===== src/rtl/stream_demux_1to2.sv =====
// stream_demux_1to2: packet-aware 1-to-2 stream demultiplexer.
// The input stream is steered to lane A or lane B by sel_i, which is only
// looked at on the first beat of a packet; the chosen lane then stays locked
// until the last beat, so a packet never straddles both lanes. Each lane has a
// one-deep registered output stage and a wrapping completed-packet counter.
module stream_demux_1to2 #(
  parameter int DATA_W = 8,
  parameter int CNT_W  = 8
) (
  input  logic              clk,
  input  logic              reset,
  input  logic              in_valid_i,
  input  logic [DATA_W-1:0] in_data_i,
  input  logic              in_last_i,
  input  logic              sel_i,
  output logic              in_ready_o,
  output logic              a_valid_o,
  output logic [DATA_W-1:0] a_data_o,
  output logic              a_last_o,
  input  logic              a_ready_i,
  output logic              b_valid_o,
  output logic [DATA_W-1:0] b_data_o,
  output logic              b_last_o,
  input  logic              b_ready_i,
  output logic [CNT_W-1:0]  a_pkt_cnt_o,
  output logic [CNT_W-1:0]  b_pkt_cnt_o
);

  typedef enum logic [1:0] {
    IDLE   = 2'd0,
    LOCK_A = 2'd1,
    LOCK_B = 2'd2
  } state_t;

  state_t state;

  logic tgt_b;
  logic tgt_valid;
  logic tgt_ready;
  logic accept;
  logic load_a;
  logic load_b;
  logic drain_a;
  logic drain_b;

  // Pick the target lane: sel_i while no packet is open, the locked lane otherwise.
  // Ready is combinational so a lane that is being drained can be refilled in
  // the same cycle, giving one beat per cycle under a ready consumer.
  always_comb begin
    tgt_b      = (state == IDLE) ? sel_i : (state == LOCK_B);
    tgt_valid  = tgt_b ? b_valid_o : a_valid_o;
    tgt_ready  = tgt_b ? b_ready_i : a_ready_i;
    in_ready_o = ~reset & (~tgt_valid | tgt_ready);
    accept     = in_valid_i & in_ready_o;
    load_a     = accept & ~tgt_b;
    load_b     = accept & tgt_b;
    drain_a    = a_valid_o & a_ready_i;
    drain_b    = b_valid_o & b_ready_i;
  end

  // Packet lock FSM: opens a lock on a non-final first beat, releases on the last beat.
  always_ff @(posedge clk) begin
    if (reset) begin
      state <= IDLE;
    end else if (accept) begin
      case (state)
        IDLE: begin
          if (!in_last_i) begin
            state <= sel_i ? LOCK_B : LOCK_A;
          end
        end
        LOCK_A, LOCK_B: begin
          if (in_last_i) begin
            state <= IDLE;
          end
        end
        default: state <= IDLE;
      endcase
    end
  end

  // Lane A output register: a load wins over a drain so a simultaneous refill keeps valid high.
  always_ff @(posedge clk) begin
    if (reset) begin
      a_valid_o <= 1'b0;
      a_data_o  <= '0;
      a_last_o  <= 1'b0;
    end else if (load_a) begin
      a_valid_o <= 1'b1;
      a_data_o  <= in_data_i;
      a_last_o  <= in_last_i;
    end else if (drain_a) begin
      a_valid_o <= 1'b0;
    end
  end

  // Lane B output register, same behaviour as lane A.
  always_ff @(posedge clk) begin
    if (reset) begin
      b_valid_o <= 1'b0;
      b_data_o  <= '0;
      b_last_o  <= 1'b0;
    end else if (load_b) begin
      b_valid_o <= 1'b1;
      b_data_o  <= in_data_i;
      b_last_o  <= in_last_i;
    end else if (drain_b) begin
      b_valid_o <= 1'b0;
    end
  end

  // Completed-packet counters: count the last beat as it leaves each lane, wrapping freely.
  always_ff @(posedge clk) begin
    if (reset) begin
      a_pkt_cnt_o <= '0;
      b_pkt_cnt_o <= '0;
    end else begin
      if (drain_a && a_last_o) begin
        a_pkt_cnt_o <= a_pkt_cnt_o + CNT_W'(1);
      end
      if (drain_b && b_last_o) begin
        b_pkt_cnt_o <= b_pkt_cnt_o + CNT_W'(1);
      end
    end
  end

endmodule


===== config.mk =====
export PLATFORM = sky130hd
export DESIGN_NAME = stream_demux_1to2
export DESIGN_NICKNAME = d
export VERILOG_FILES = /design/src/rtl/stream_demux_1to2.sv
export SDC_FILE = /design/constraint.sdc
export NUM_CORES = 1
export LEC_CHECK = 0
export ABC_AREA = 1
export CAP_MARGIN = 15
export CORE_MARGIN = 3
export CORE_UTILIZATION = 45
export DETAILED_ROUTE_END_ITERATION = 6
export HOLD_SLACK_MARGIN = 0.02
export PLACE_DENSITY = 0.76
export REMOVE_ABC_BUFFERS = 1
export SLEW_MARGIN = 15
export SYNTH_ARGS = -nofsm -noshare
export SYNTH_HDL_FRONTEND = slang
export SYNTH_SLANG_ARGS = --single-unit

===== constraint.sdc =====
create_clock -name clk -period 2 [get_ports clk]
set_input_delay 0.4 -clock clk [delete_from_list [all_inputs] [get_ports clk]]
set_output_delay 0.4 -clock clk [all_outputs]
set_load 0.005 [all_outputs]

==> metrics.txt <==
run status=complete, no violations; Startpoint Class=input port; most frequent cells in the layout=50 x clkdlybuf4s50_1, 49 x nor2_1, 38 x dfxtp_1, 37 x nand2_1, 26 x inv_1; Yosys warnings=0; post-placement cell count=338; critical path class=in -> out; most common cell after layout, fill and taps aside=clkdlybuf4s50_1; hold_sp=b_pkt_cnt_o[7]$_SDFFE_PP0P_; sequential-to-total area share from yosys stat=0.423; Hold Path Sink=b_pkt_cnt_o[7]$_SDFFE_PP0P_; R2R cell count=9; CTS H-tree lvls=2; Die Span Y=69.2 um; largest net degree at the start of global routing=21; clk root buf=clkbuf_8; P per Cell Area=620 nW/um^2; die area=4790 sq um; CTS tree=yes; total global routing overflow=0; reg-to-reg critical path endpoint=a_data_o[4]$_SDFFE_PP0P_; Post-Syn Area=1800 sq um; Port Buffers=51; unrepaired setup endpoints after global routing=false; final non-filler cell total=344; Final Skew=5.84 ps; Final Cycle Share=0.961; post-layout instance area=2500 sq um; DR vias=1638; Hold Path Depth=1; Hold Violations, Final=0; vias in the first global route=1489; vias per cell=4.76; layout cells sized above 1=0.135; drt wl/cell=11.3 um; largest family of logic cells by synthesized area=simple AND/OR/NAND/NOR gates; crit path max fanout=3; RR Startpoint=state[0]$_SDFFE_PP0P_; Final Wtd Congestion=0.761; core box area=3740 sq um; post-CTS sizing=5; Worst-Margin Slew=320 ps; DRT Pass-1 Iters=4; Post-DRT Antenna Nets=0; row count=22; Post-route DRC=0; Post-DP HPWL=2870 um; Post-CTS Setup Bufs=0; Synth Area in Compound Gates=0.101; final setup fails=0; Total Routed Length=3890 um; Syn Area/Cell=7.65 sq um; multiplexer share of the synthesized area=0; CP Capture Type=output pin; cts hold-fix bufs=0; Initial Utilization=0.480; achievable frequency=0.521 GHz; Ant. Diodes=0; post-synthesis xor/xnor area fraction=0.0195; library cells used by synthesis=28; Req. time, crit path=1600 ps; gr usage total=0.170; Synth Register Bits=38; Static Leak=1.07 nW; Tmin final=1920 ps; Register-to-Register Setup Slack=320 ps; TritonCTS Sinks=38; DR iter-0 viols=132; total design power=1.55 mW; Placed Area=2400 sq um; HP Class=reg -> reg; global-route wire length before repair=6730 um; post-synthesis adder-cell area fraction=0.0279; Syn Inst Count=235; Simple-Gate Fraction of Synth Area=0.337; clock insertion delay at the later pin of the skew report=280 ps; layout net count=316; initial antenna violation count=0; die width=69.2 um; max_cap viols=0; peak supply drop=0.473 mV; Worst Path Arrival=1520 ps; Slew Viols, Final=0; # IOs=52; deepest clock path buffer count=2; Layout area overhead=39.0%; Final Util=0.667; Reg clk slew, reported paths=70 ps; CTS buffer count=5; Slew HR=0.786; worst hold slack=455 ps
-- critical path, stage by stage --
cell,delay [ps]
clkdlybuf4s50_1,500
nand2_2,80
nand2_4,90
nand2_1,50
nand2_1,100
nor2_4,50
dlygate4sd2_1,250
-- report_power, final --
| part | leakage, nW | switching (mW) | total (mW) | internal (mW) |
|---|---|---|---|---|
| registers | 0.308 | 0.0142 | 0.795 | 0.781 |
| clock network | 0.0431 | 0.243 | 0.509 | 0.266 |
| logic | 0.717 | 0.127 | 0.245 | 0.119 |
| total | 1.07 | 0.384 | 1.55 | 1.17 |
-- sequential cells by signal, summed over array words and instances (netlist names), 2 cells and up --
| signal | cells |
|---|---|
| b_data_o | 8 |
| a_data_o | 8 |
| b_pkt_cnt_o | 8 |
| a_pkt_cnt_o | 8 |
| state | 2 |
-- per-layer routing --
| metal | global-route usage | wire [um] | up-vias |
|---|---|---|---|
| met5 | 0 | 0 | - |
| met4 | 0.0607 | 59 | 0 |
| met3 | 0.0435 | 171 | 6 |
| met2 | 0.265 | 1840 | 35 |
| met1 | 0.227 | 1820 | 729 |
| li1 | - | - | 868 |
-- worst max-delay path by stage --
stage,from,end,slack [ps],cells after the start
3_3_place_gp,a_ready_i,in_ready_o,-170,6
2_1_floorplan,state[0]$_SDFFE_PP0P_,in_ready_o,480,8
3_5_place_dp,sel_i,in_ready_o,-170,7
6_report,sel_i,in_ready_o,80,7
5_1_grt,state[1]$_SDFFE_PP0P_,in_ready_o,20,9
4_1_cts,sel_i,in_ready_o,70,7
-- metrics by stage --
stage	setup TNS (ps)	setup slack [ps]
6_report	0	78.8
4_1_cts	0	72.2
3_5_place_dp	-190	-171
3_3_place_gp	-168	-168
2_1_floorplan	0	481
5_1_grt	0	19.8
-- Yosys cell counts (all sizes together) --
library cell	n	area share
o21ai	3	0.0084
and3	2	0.0070
inv	29	0.061
nor2	55	0.14
ha	4	0.028
nand4	13	0.054
xor2	4	0.019
dfxtp	38	0.42
nand2	41	0.097
buf	7	0.026
o21bai	2	0.0084
a21oi	25	0.084
clkinv	1	0.0049
nor3	2	0.0056
nand3	9	0.035
-- cells by family after synthesis --
group | Yosys count
AOI/OAI and AO/OA | 30
DFF | 38
xor gates and xnor gates | 4
and+or+nand+nor | 122
adders and majority gates | 4
buffers and inverters | 37
-- cell type report --
cell class	instances	area, sq um
inverter	30	118
fill	332	1250
tap	48	60.1
timing repair buffer	62	592
clock buffer	6	82.6
multi-input combinational	160	885
sequential	38	761
Note: power is estimated with default switching activity, not from simulation.
